[config.mk]
export PLATFORM = sky130hd
export DESIGN_NAME = data_write_interface
export DESIGN_NICKNAME = d
export VERILOG_FILES = /design/src/rtl/data_write_interface_pkg.sv /design/src/rtl/data_write_interface_lane_formatter.sv /design/src/rtl/data_write_interface.sv
export SDC_FILE = /design/constraint.sdc
export NUM_CORES = 1
export LEC_CHECK = 0
export ABC_AREA = 1
export CAP_MARGIN = 40
export CORE_ASPECT_RATIO = 1.2
export CORE_MARGIN = 2
export CORE_UTILIZATION = 40
export DETAILED_ROUTE_END_ITERATION = 6
export PLACE_DENSITY_LB_ADDON = 0.3
export SYNTH_ARGS = -nofsm -noshare
export SYNTH_HDL_FRONTEND = slang
export SYNTH_HIERARCHICAL = 1
export SYNTH_SLANG_ARGS = --single-unit
[constraint.sdc]
create_clock -name clk -period 5.77 [get_ports clk]
set_clock_uncertainty 0.05 [all_clocks]
set_input_delay 1.4425 -clock clk [delete_from_list [all_inputs] [get_ports clk]]
set_output_delay 1.4425 -clock clk [all_outputs]
set_load 0.01 [all_outputs]
[src/rtl/data_write_interface_pkg.sv]
// Shared definitions for the store path: store-type indices, data widths and FSM states.
// Type priority (BYTE > HWORD > WORD) matches the load side.
package data_write_interface_pkg;

  localparam int BYTE  = 0;
  localparam int HWORD = 1;
  localparam int WORD  = 2;

  typedef logic [31:0] word_t;
  typedef logic [15:0] hword_t;
  typedef logic [7:0]  byte_t;

  typedef enum logic [1:0] {ST_IDLE, ST_BEAT0, ST_BEAT1} store_state_t;

  // Byte-lane mask of the access size, before shifting to the address offset.
  function automatic logic [3:0] size_mask(input logic [2:0] store_type);
    if (store_type[BYTE])       return 4'b0001;
    else if (store_type[HWORD]) return 4'b0011;
    else                        return 4'b1111;
  endfunction

endpackage

[src/rtl/data_write_interface_lane_formatter.sv]
// Combinational lane alignment: shifts value and size mask by the byte offset
// into a 64-bit window whose low word is beat 0 and high word is beat 1.
module store_lane_formatter
  import data_write_interface_pkg::*;
(
  input  logic [1:0]  off,
  input  logic [2:0]  store_type,
  input  word_t       value,
  output logic        split,
  output logic [3:0]  be0,
  output word_t       data0,
  output logic [3:0]  be1,
  output word_t       data1
);

  logic        is_byte;
  logic        is_hword;
  logic        is_word;
  logic [3:0]  mask;
  logic [7:0]  be_wide;
  word_t       lane_mask;
  logic [63:0] data_wide;

  always_comb begin
    is_byte   = store_type[BYTE];
    is_hword  = !is_byte && store_type[HWORD];
    is_word   = !is_byte && !is_hword;
    mask      = size_mask(store_type);
    // Bytes above the access size are cleared so disabled lanes read as zero.
    lane_mask = {{8{mask[3]}}, {8{mask[2]}}, {8{mask[1]}}, {8{mask[0]}}};
    be_wide   = {4'b0000, mask} << off;
    data_wide = {32'h0, value & lane_mask} << {off, 3'b000};
    be0       = be_wide[3:0];
    be1       = be_wide[7:4];
    data0     = data_wide[31:0];
    data1     = data_wide[63:32];
    split     = (is_hword && off == 2'd3) || (is_word && off != 2'd0);
  end

endmodule

[src/rtl/data_write_interface.sv]
// Stage-5 store path: registers lane-aligned beats and drives them to data memory
// over a req/ready handshake, splitting or faulting on word-crossing stores.
module data_write_interface
  import data_write_interface_pkg::*;
#(
  parameter bit ALLOW_MISALIGNED = 1'b1
)(
  input  logic        clk,
  input  logic        reset,
  input  logic        store_en,
  input  logic [31:0] long_addr,
  input  logic [31:0] store_value,
  input  logic [2:0]  store_type,
  output logic        store_stall,
  output logic        store_done,
  output logic        misaligned_fault,
  output logic        mem_write_req,
  output logic [31:0] mem_addr,
  output logic [31:0] mem_write_data,
  output logic [3:0]  mem_byte_en,
  input  logic        mem_ready
);

  store_state_t state, state_next;

  logic       fmt_split;
  logic [3:0] fmt_be0, fmt_be1;
  word_t      fmt_data0, fmt_data1;
  word_t      base;

  word_t      beat0_addr, beat1_addr, beat0_data, beat1_data;
  logic [3:0] beat0_be, beat1_be;
  logic       split_q;
  logic       done_q, fault_q;
  logic       done_next, fault_next, load;
  logic       last_beat;

  assign base = {long_addr[31:2], 2'b00};

  store_lane_formatter u_fmt (
    .off        (long_addr[1:0]),
    .store_type (store_type),
    .value      (store_value),
    .split      (fmt_split),
    .be0        (fmt_be0),
    .data0      (fmt_data0),
    .be1        (fmt_be1),
    .data1      (fmt_data1)
  );

  always_ff @(posedge clk) begin
    if (reset) begin
      state      <= ST_IDLE;
      done_q     <= 1'b0;
      fault_q    <= 1'b0;
      split_q    <= 1'b0;
      beat0_addr <= '0;
      beat1_addr <= '0;
      beat0_data <= '0;
      beat1_data <= '0;
      beat0_be   <= '0;
      beat1_be   <= '0;
    end else begin
      state   <= state_next;
      done_q  <= done_next;
      fault_q <= fault_next;
      if (load) begin
        split_q    <= fmt_split;
        beat0_addr <= base;
        beat1_addr <= base + 32'd4;
        beat0_data <= fmt_data0;
        beat1_data <= fmt_data1;
        beat0_be   <= fmt_be0;
        beat1_be   <= fmt_be1;
      end
    end
  end

  always_comb begin
    state_next = state;
    done_next  = 1'b0;
    fault_next = 1'b0;
    load       = 1'b0;
    case (state)
      ST_IDLE: begin
        if (store_en) begin
          if (fmt_split && !ALLOW_MISALIGNED) begin
            fault_next = 1'b1;
          end else begin
            load       = 1'b1;
            state_next = ST_BEAT0;
          end
        end
      end
      ST_BEAT0: begin
        if (mem_ready) begin
          if (split_q) begin
            state_next = ST_BEAT1;
          end else begin
            state_next = ST_IDLE;
            done_next  = 1'b1;
          end
        end
      end
      ST_BEAT1: begin
        if (mem_ready) begin
          state_next = ST_IDLE;
          done_next  = 1'b1;
        end
      end
      default: state_next = ST_IDLE;
    endcase
  end

  // Beat fields come straight from registers, so they hold while ready is low.
  always_comb begin
    mem_write_req  = 1'b0;
    mem_addr       = '0;
    mem_write_data = '0;
    mem_byte_en    = '0;
    case (state)
      ST_BEAT0: begin
        mem_write_req  = 1'b1;
        mem_addr       = beat0_addr;
        mem_write_data = beat0_data;
        mem_byte_en    = beat0_be;
      end
      ST_BEAT1: begin
        mem_write_req  = 1'b1;
        mem_addr       = beat1_addr;
        mem_write_data = beat1_data;
        mem_byte_en    = beat1_be;
      end
      default: ;
    endcase
  end

  assign last_beat        = (state == ST_BEAT1) || (state == ST_BEAT0 && !split_q);
  assign store_stall      = (state != ST_IDLE) && !(last_beat && mem_ready);
  assign store_done       = done_q;
  assign misaligned_fault = fault_q;

  no_store_while_busy: assert property (@(posedge clk) disable iff (reset)
    !(store_en && state != ST_IDLE));

endmodule

### Word level (Yosys, flattened, before mapping)

Index checks and enable logic that the tools add are counted.

* register bits after elaboration: 138
* bits in latches: 0
* RAM bits: 0
* memory bits (read-only): 0
* input bits: 71
* output and inout port bits: 72
* memories kept: 0

* add/sub/neg operators: 1
* multiply operators: 0
* div/mod/pow operators: 0
* order comparisons: 0
* equal/unequal tests: 6
* shift-type cells: 2
* multiplexer cells: 17
* bitwise gates (word level): 1
* reduce and logical (&&, ||, !) cells: 18

Operators with widths (count)
* $pmux 32 s2: 2
* $shl 32x5->64: 1
* $add 32x3->32 const B: 1
* $and 32x32->32: 1
* $mux 2: 4
* $mux 4: 2
* $pmux 4 s2: 1
* $shl 4x2->8: 1
* $logic_and 1x1->1: 7
* $mux 1: 6
* $ne 2x2->1 const B: 3
* $pmux 2 s3: 1
* $eq 2x2->1 const B: 2
* $logic_not 1->1: 4
* $reduce_bool 2->1: 2
* $reduce_and 3->1: 1
* $eq 2x1->1 const B: 1
* $logic_not 2->1: 1
* $logic_or 1x1->1: 2
* $pmux 1 s2: 1
* $reduce_or 2->1: 1

### Logic depth before layout (Yosys ltp)

Gate-level depths: netlist of the first run.

* depth in word-level cells: 6
* gate-level depth with buffers: 10
* mapped depth without buffers: 10

### Hierarchy

The synthesis of the first run kept the hierarchy.

Modules (own cells, without submodules)
* data_write_interface: instances 1, cells each 1024, area an instance 6625.1 um^2
* store_lane_formatter: instances 1, cells each 253, area an instance 1131.1 um^2

### Worst setup path before layout of the first run

Ideal clock, no wire load.

* path type: in2out
* start: input mem_ready
* end: output store_stall
* arrival time: 1897 ps
* data required time: 4278 ps
* setup slack: 2380 ps
* stages: 5
* buffers on the path: 0
* cell sequence: inv_1 -> nor2_1 -> a22oi_1 -> inv_1 -> nor2_1

* cells in the longest elaborated chain, start to end: 3

Ends and longest elaborated chain
* from (decl): RTL line data_write_interface.sv:21 `input logic mem_ready`
* $logic_and 1x1->1: RTL line data_write_interface.sv:139 `assign store_stall = (state != ST_IDLE) && !(last_beat && mem_ready);`
* $logic_not 1->1: RTL line data_write_interface.sv:139
* $logic_and 1x1->1: RTL line data_write_interface.sv:139
* to (decl): RTL line data_write_interface.sv:14 `output logic store_stall,`

No other way between the ends.

### Worst setup path in the final report of the first run

Ends and elaborated chain as after synthesis.

==> results of run 1 <==
-- layer usage --
layer	track usage	vias to the layer above
li1	-	4182
met3	0.0509	38
met4	0.0704	2
met1	0.280	3748
met5	0	-
met2	0.423	279
-- cell usage in the layout, fill, tap and decap left out, types with 3 or more instances in the layout --
cell and count:
a211oi_1 11, a21oi_1 89, a31oi_1 3, and2_1 10, buf_4 12, clkbuf_16 17, clkdlybuf4s50_1 138, clkinvlp_4 3
conb_1 12, dfxtp_1 136, ha_1 3, inv_1 76, inv_2 6, inv_6 7, nand2_1 380, nand2_4 4
nand3_1 56, nor2_1 275, nor2_2 5, nor2_4 6, nor3_1 7, o21ai_0 95, o21ai_1 4
-- logic make-up (layout without fill, tap and decap cells) --
kind of cell | after synthesis | after routing | synth area share
AOI/OAI and AO/OA | 211 | 211 | 0.143
xor gates and xnor gates | 3 | 3 | 0.00339
adders and majority gates | 5 | 5 | 0.00807
buffers and inverters | 172 | 267 | 0.101
DFF | 136 | 136 | 0.351
other | 2 | 12 | 0.000968
and+or+nand+nor | 748 | 748 | 0.392
-- power by group --
part / internal [mW] / switching [mW]
clock network: 0.660 / 0.458
logic: 0.427 / 0.828
registers: 1.15 / 0.0988
-- registers in the layout, summed over array words and instances (netlist names) --
register / count
beat0_addr: 30
beat0_be: 4
beat0_data: 32
beat1_addr: 30
beat1_be: 4
beat1_data: 32
split_q: 1
state: 2
store_done: 1
-- cell type report --
cell class,count,area share
multi-input cells,979,0.440
flip-flops and latches,136,0.278
repair buffers,152,0.155
clock buffers,19,0.0453
well taps,256,0.0328
inverters,83,0.0321
clock inverters,13,0.0159
-- worst register-to-register path: stages, from the launching register on --
cell	delay, ns
dfxtp_1	0.31
inv_1	0.15
ha_1	0.27
nand2_4	0.38
inv_4	0.70
buf_4	0.73
nor2_1	0.12
nor2_1	0.14
-- per-stage QoR --
step / cell area [µm²] / hold WS, ns
floorplan: 7790 / 0.395
global placement: 9130 / 0.404
detailed placement: 9180 / 0.406
CTS: 9780 / 0.415
global route: 9780 / 0.429
finish: 9780 / 0.414
-- path summary, 6_finish.rpt --
path	slack, ns	to	start
worst max-delay path	1.43	store_stall	mem_ready
worst min-delay path	0.41	beat0_addr[21]$_SDFFE_PP0P_	beat0_addr[21]$_SDFFE_PP0P_
worst max register to register	2.87	beat0_data[6]$_SDFFE_PP0P_	state[1]$_SDFFE_PP0P_
worst min register to register	0.41	beat0_addr[21]$_SDFFE_PP0P_	beat0_addr[21]$_SDFFE_PP0P_
==> results.toml, run 1 <==
[critical_path]
path_depth = 7
worst_setup_path_end_kind = "primary output"
critPathKind = "in -> out"
slowest_stage = "clkdlybuf4s50_1"
required_ns = 4.28
worstPathArrival_ns = 2.85
crit_family = "buffers and inverters"
max_stage_delay_ns = 0.54
reg2reg_depth = 7
cp_max_fo = 2
cp_cell_sequence = "clkdlybuf4s50_1 > inv_1 > nor2_1 > a22oi_1 > inv_1 > nor2_1 > clkdlybuf4s50_1"
critPathBufInv = 4
worstSetupStartpointType = "input pin"

[routing]
wl_met2_um = 12000
drc = 0
met1Wirelength_um = 10100
top_layer_used = "met5"
routed-wl-met3_um = 1450
wl_um = 24100
dr.first_iter.drc_count = 697
firstDrtPassIters = 5
viasPerCell = 5.04
ant_nets = 0
via_count = 8249
wl_per_cell_um = 14.7

[clocking]
cts-resized-gates = 0
clock_latency_ns = 0.42
clock-sinks = 136
cts_setup_buffers = 0
cts_tree = "yes"
cts_made_buffers = 17
htree_levels = 4
cts_hold_buf = 0
path_clk_slew_ns = 0.06
cts-root-buf = "clkbuf_16"
max-clock-path-buffers = 2

[min_path]
hold_depth = 2
hp-class = "reg -> reg"

[sta]
setup_tns_ns = 0
fin_crit_sh = 0.752
fmax_ghz = 0.230
rsz0062_at_grt = "no"
max_slew_margin = 0.486
fin_crit_ns = 4.34
tightest_slew_ns = 0.771
fin_ws_ns = 1.43
finalSetupViolCount = 0
drv_slew = 0
finalHoldViolations = 0

[placement]
dp_hpwl_um = 16500
place.port_buffers = 138
dp.cells = 1606
place_congestion = 0.908
pre_cts_ws_ns = 1.43

[finish]
fin_util = 0.517
layout.nets = 1445
multi_input_area_mm2 = 0.00430
fillers = 1976
seq_area_mm2 = 0.00272
finalNonFillerCells = 1638
diodes = 0
area_delta_synth_final_pct = 26.1
drive_gt1_frac = 0.0535

[logic_synthesis]
syn_area_per_cell_um2 = 6.07
yosys.area.top_type_share = 0.351
synth-edff-count = 0
synth_common_cells = "nand2_1, nor2_1, dfxtp_1"
yosysMostFrequentCell = "nand2_1"
synth_top_flop_cell = "dfxtp_1"
ys_top_cells_by_area = "dfxtp_1, nand2_1, nor2_1"
netlist_area_mm2 = 0.00776
ys_seq_area_frac = 0.351
postSynthCellCount = 1277
async_reset_ff_frac = 0
ys_warn_count = 6
yosysTopAreaCell = "dfxtp_1"
synth_cell_types = 35
synth_seq_cells = 136

[grt]
antenna_found_initial = 1
grt_use_total = 0.234
grt_max_degree = 83
grt_pass1_wl_um = 38300
grt_pass1_vias = 7489
grt_overflow = 0

[outcome]
status = "finished, final reports clean"

[pwr]
power_density_mw_per_mm2 = 370
power.total_mw = 3.62
p_leak_nw = 4.22
ir_worst_vdd_uv = 229

[die]
die_h_um = 157
io_pins = 143
core-area_mm2 = 0.0189
dieArea_mm2 = 0.0205
start_util = 0.410
num_rows = 55
die_w_um = 131

[flow_run]
cap_violations = 0
Power figures use the tool's default switching activity.
==> run 2: changes to the inputs <==
Clock period 5.77 ns to 4.3 ns, I/O delays scaled along.
==> results.toml, run 2 (synthesized netlist as in run 1, its figures left out) <==
[min_path]
holdPathEnd = "beat0_addr[29]$_SDFFE_PP0P_"
hold_depth = 2
hp-class = "reg -> reg"
hold_start = "beat0_addr[29]$_SDFFE_PP0P_"

[sta]
drv_slew = 0
setup_tns_ns = 0
rsz0062_at_grt = "no"
fin_ws_ns = 0.513
fin_crit_sh = 0.881
whs_ns = 0.413
fmax_ghz = 0.264
tightest_slew_ns = 0.818
finalHoldViolations = 0
fin_crit_ns = 3.79
finalSetupViolCount = 0
max_slew_margin = 0.455

[pwr]
power.total_mw = 4.86
power_density_mw_per_mm2 = 496
p_leak_nw = 4.24
ir_worst_vdd_uv = 346

[clocking]
cts_made_buffers = 17
path_clk_slew_ns = 0.06
cts-resized-gates = 0
max-clock-path-buffers = 2
htree_levels = 4
cts-root-buf = "clkbuf_16"
cts_setup_buffers = 0
cts_tree = "yes"
clock_latency_ns = 0.42
cts_hold_buf = 0
clock-sinks = 136

[grt]
grt_pass1_vias = 7369
grt_use_total = 0.231
grt_max_degree = 74
antenna_found_initial = 0
grt_overflow = 0
grt_pass1_wl_um = 37800

[critical_path]
required_ns = 3.17
cp_cell_sequence = "inv_1 > ha_2 > buf_4 > nand2_1 > a21oi_1 > clkdlybuf4s50_1"
regToRegSetupSlack_ns = 2.22
critPathBufInv = 3
worstSetupStartpointType = "register"
worstPathArrival_ns = 2.66
regToRegStartpoint = "state[1]$_SDFFE_PP0P_"
r2r-end = "state[1]$_SDFFE_PP0P_"
crit_family = "buffers and inverters"
cp-startpoint = "state[1]$_SDFFE_PP0P_"
critPathKind = "reg -> out"
slowest_stage = "clkdlybuf4s50_1"
max_stage_delay_ns = 0.57
worst_setup_path_end_kind = "primary output"
reg2reg_depth = 7
cp_max_fo = 22

[finish]
final_common_cell = "nand2_1"
drive_gt1_frac = 0.0556
stdcell_area_mm2 = 0.00979
layout_common_cells = "nand2_1, nor2_1, clkdlybuf4s50_1, dfxtp_1, o21ai_0"
top_regs = "beat0_data (32), beat1_data (32)"
fin_util = 0.517
area_delta_synth_final_pct = 26.2
diodes = 0
finalNonFillerCells = 1641
layout.nets = 1449

[placement]
dp.cells = 1610
place_area_mm2 = 0.00919
place.port_buffers = 138
pre_cts_ws_ns = 0.697
dp_hpwl_um = 16700
place_congestion = 0.921

[die]
io_pins = 143
dieArea_mm2 = 0.0205
start_util = 0.410
core-area_mm2 = 0.0189
die_w_um = 131
die_h_um = 157
num_rows = 55

[routing]
wl_per_cell_um = 14.5
firstDrtPassIters = 5
drc = 0
wl_um = 23800
dr.first_iter.drc_count = 626
ant_nets = 0
viasPerCell = 5.00
via_count = 8208

[outcome]
status = "finished, final reports clean"

[flow_run]
cap_violations = 0
==> run 2: worst max-delay path by stage <==
| stage | endpoint | slack [ns] | cells after the start |
|---|---|---|---|
| floorplan | store_stall | 1.65 | 5 |
| global placement | store_stall | 0.70 | 7 |
| detailed placement | store_stall | 0.70 | 7 |
| CTS | mem_addr[19] | 0.49 | 6 |
| global route | mem_addr[28] | 0.34 | 6 |
| finish | mem_addr[24] | 0.51 | 6 |
==> run 2: routing by layer <==
layer  vias to the layer above  part of all wire  global-route usage
li1                       4182                 -                   -
met1                      3732              0.42               0.273
met2                       253              0.50               0.413
met3                        41             0.056              0.0489
met4                         0             0.030              0.0844
met5                         -                 0                   0
==> run 2: final cells by class <==
cell class,count,area [µm²]
multi-input cells,979,4290
flip-flops and latches,136,2720
clock buffers,18,429
well taps,256,320
inverters,83,314
repair buffers,156,1540
fillers,1950,9130
clock inverters,13,170
==> run 2: tightest hold or removal path: stages (launching register included) <==
cell     delay (ns)
dfxtp_1        0.31
nand2_1        0.06
a21oi_1        0.05
==> run 2: where the power goes <==
part | total, mW | internal (mW) | leakage (nW) | switching (mW)
combinational | 1.69 | 0.578 | 2.84 | 1.11
sequential | 1.67 | 1.54 | 1.12 | 0.132
clock | 1.49 | 0.915 | 0.283 | 0.578
==> run 3: changes to the inputs <==
Settings changed: CORE_UTILIZATION 40 to 53.
==> results.toml, run 3 (synthesized netlist as in run 1, its figures left out) <==
[sta]
max_slew_margin = 0.528
setup_tns_ns = 0
drv_slew = 0
fin_crit_sh = 0.904
rsz0062_at_grt = "no"
fin_crit_ns = 3.89
whs_ns = 0.415
fmax_ghz = 0.257
finalHoldViolations = 0
tightest_slew_ns = 0.706
finalSetupViolCount = 0

[routing]
viasPerCell = 5.34
wl_per_cell_um = 14.6
dr.first_iter.drc_count = 833
via_count = 8340
firstDrtPassIters = 5
ant_nets = 0
wl_um = 22800
drc = 0

[die]
die_h_um = 137
die_w_um = 114
num_rows = 48
start_util = 0.540
io_pins = 143
dieArea_mm2 = 0.0156
core-area_mm2 = 0.0144

[placement]
place_area_mm2 = 0.00909
place.port_buffers = 138
dp_hpwl_um = 15500
place_congestion = 0.990

[finish]
layout_common_cells = "nand2_1, nor2_1, clkdlybuf4s50_1, dfxtp_1, o21ai_0"
top_regs = "beat0_data (32), beat1_data (32)"
fillers = 1316
area_delta_synth_final_pct = 24.6
stdcell_area_mm2 = 0.00967
drive_gt1_frac = 0.0570
final_common_cell = "nand2_1"
layout.nets = 1449

[clocking]
cts_setup_buffers = 0
clock-sinks = 136
cts_hold_buf = 0
path_clk_slew_ns = 0.06
max-clock-path-buffers = 2
clock_latency_ns = 0.43
cts-resized-gates = 0
htree_levels = 4
cts_made_buffers = 17
cts_tree = "yes"
cts-root-buf = "clkbuf_16"

[pwr]
ir_worst_vdd_uv = 349
power_density_mw_per_mm2 = 494
p_leak_nw = 4.24
p_sw_frac = 0.382
p_comb_frac = 0.353
clock_power_share = 0.296
p_switching_mw = 1.82
power_frac_seq = 0.351
p_int_mw = 2.95

[critical_path]
critPathKind = "reg -> out"
worstPathArrival_ns = 2.76
crit_family = "buffers and inverters"
cp_max_fo = 30
slowest_stage = "ha_2"
cp_cell_sequence = "inv_1 > ha_2 > buf_4 > nand2_1 > a21oi_1 > clkdlybuf4s50_1"
max_stage_delay_ns = 0.64
required_ns = 3.17
critPathBufInv = 3
worst_setup_path_end_kind = "primary output"
worstSetupStartpointType = "register"

[grt]
grt_pass1_wl_um = 36200
grt_overflow = 0
grt_pass1_vias = 7513
grt_use_total = 0.294
grt_max_degree = 73
antenna_found_initial = 0

[outcome]
status = "finished, final reports clean"

[min_path]
hp-class = "reg -> reg"

[flow_run]
cap_violations = 0
[run 3: changes by cell type in the layout (fill, tap and decap cells not counted)]
cell        delta
clkinvlp_4     -1
clkbuf_8       +2
diode_2        +1
clkinv_4       +2
clkinv_2       +2
clkbuf_1       -1
inv_6          -1
bufinv_16      -2
[run 3: area by class of cell]
cell class | instances | area [µm²] | share of cell area
diodes | 1 | 2.50 | 0.000259
clock buffers | 19 | 453 | 0.0468
clock inverters | 13 | 121 | 0.0126
inverters | 83 | 314 | 0.0325
multi-input cells | 979 | 4290 | 0.444
flip-flops and latches | 136 | 2720 | 0.282
well taps | 175 | 219 | 0.0226
repair buffers | 156 | 1540 | 0.159
[run 3: through the flow]
step | instances | total power [mW] | util | setup slack [ns]
after global placement | 1529 | 3.33 | 0.633 | 0.719
after detailed placement | 1529 | 3.37 | 0.633 | 0.699
after CTS | 1561 | 4.78 | 0.673 | 0.413
after floorplan | 1287 | 2.80 | - | 1.65
final | 1562 | 4.78 | 0.674 | 0.415
after global routing | 1561 | 5.07 | 0.673 | 0.261
[run 3: power by group through the flow]
stage | Sequential, mW | Clock [mW] | Combinational [mW]
after detailed placement | 1.70 | 0 | 1.67
after global routing | 1.71 | 1.48 | 1.88
final | 1.67 | 1.41 | 1.69
after floorplan | 1.67 | 0 | 1.13
after global placement | 1.69 | 0 | 1.64
after CTS | 1.67 | 1.43 | 1.68
[run 3: worst paths after layout]
path,slack (ns),startpoint,cells past startpoint,endpoint
hold reg to reg,0.42,beat0_addr[25]$_SDFFE_PP0P_,2,beat0_addr[25]$_SDFFE_PP0P_
setup / recovery,0.41,state[1]$_SDFFE_PP0P_,6,mem_byte_en[2]
setup reg to reg,2.08,state[0]$_SDFFE_PP0P_,7,beat0_data[6]$_SDFFE_PP0P_
hold / removal,0.42,beat0_addr[25]$_SDFFE_PP0P_,2,beat0_addr[25]$_SDFFE_PP0P_
[run 3: worst min-delay path: cells and delay by family (launching register included)]
kind,cells,cell delay [ns]
DFF,1,0.31
and+or+nand+nor,1,0.06
AOI/OAI and AO/OA,1,0.05
[run 3: layer usage]
layer | share of wire | track usage
met3 | 0.073 | 0.0620
met5 | 0 | 0
met1 | 0.40 | 0.346
met4 | 0.043 | 0.152
met2 | 0.49 | 0.501
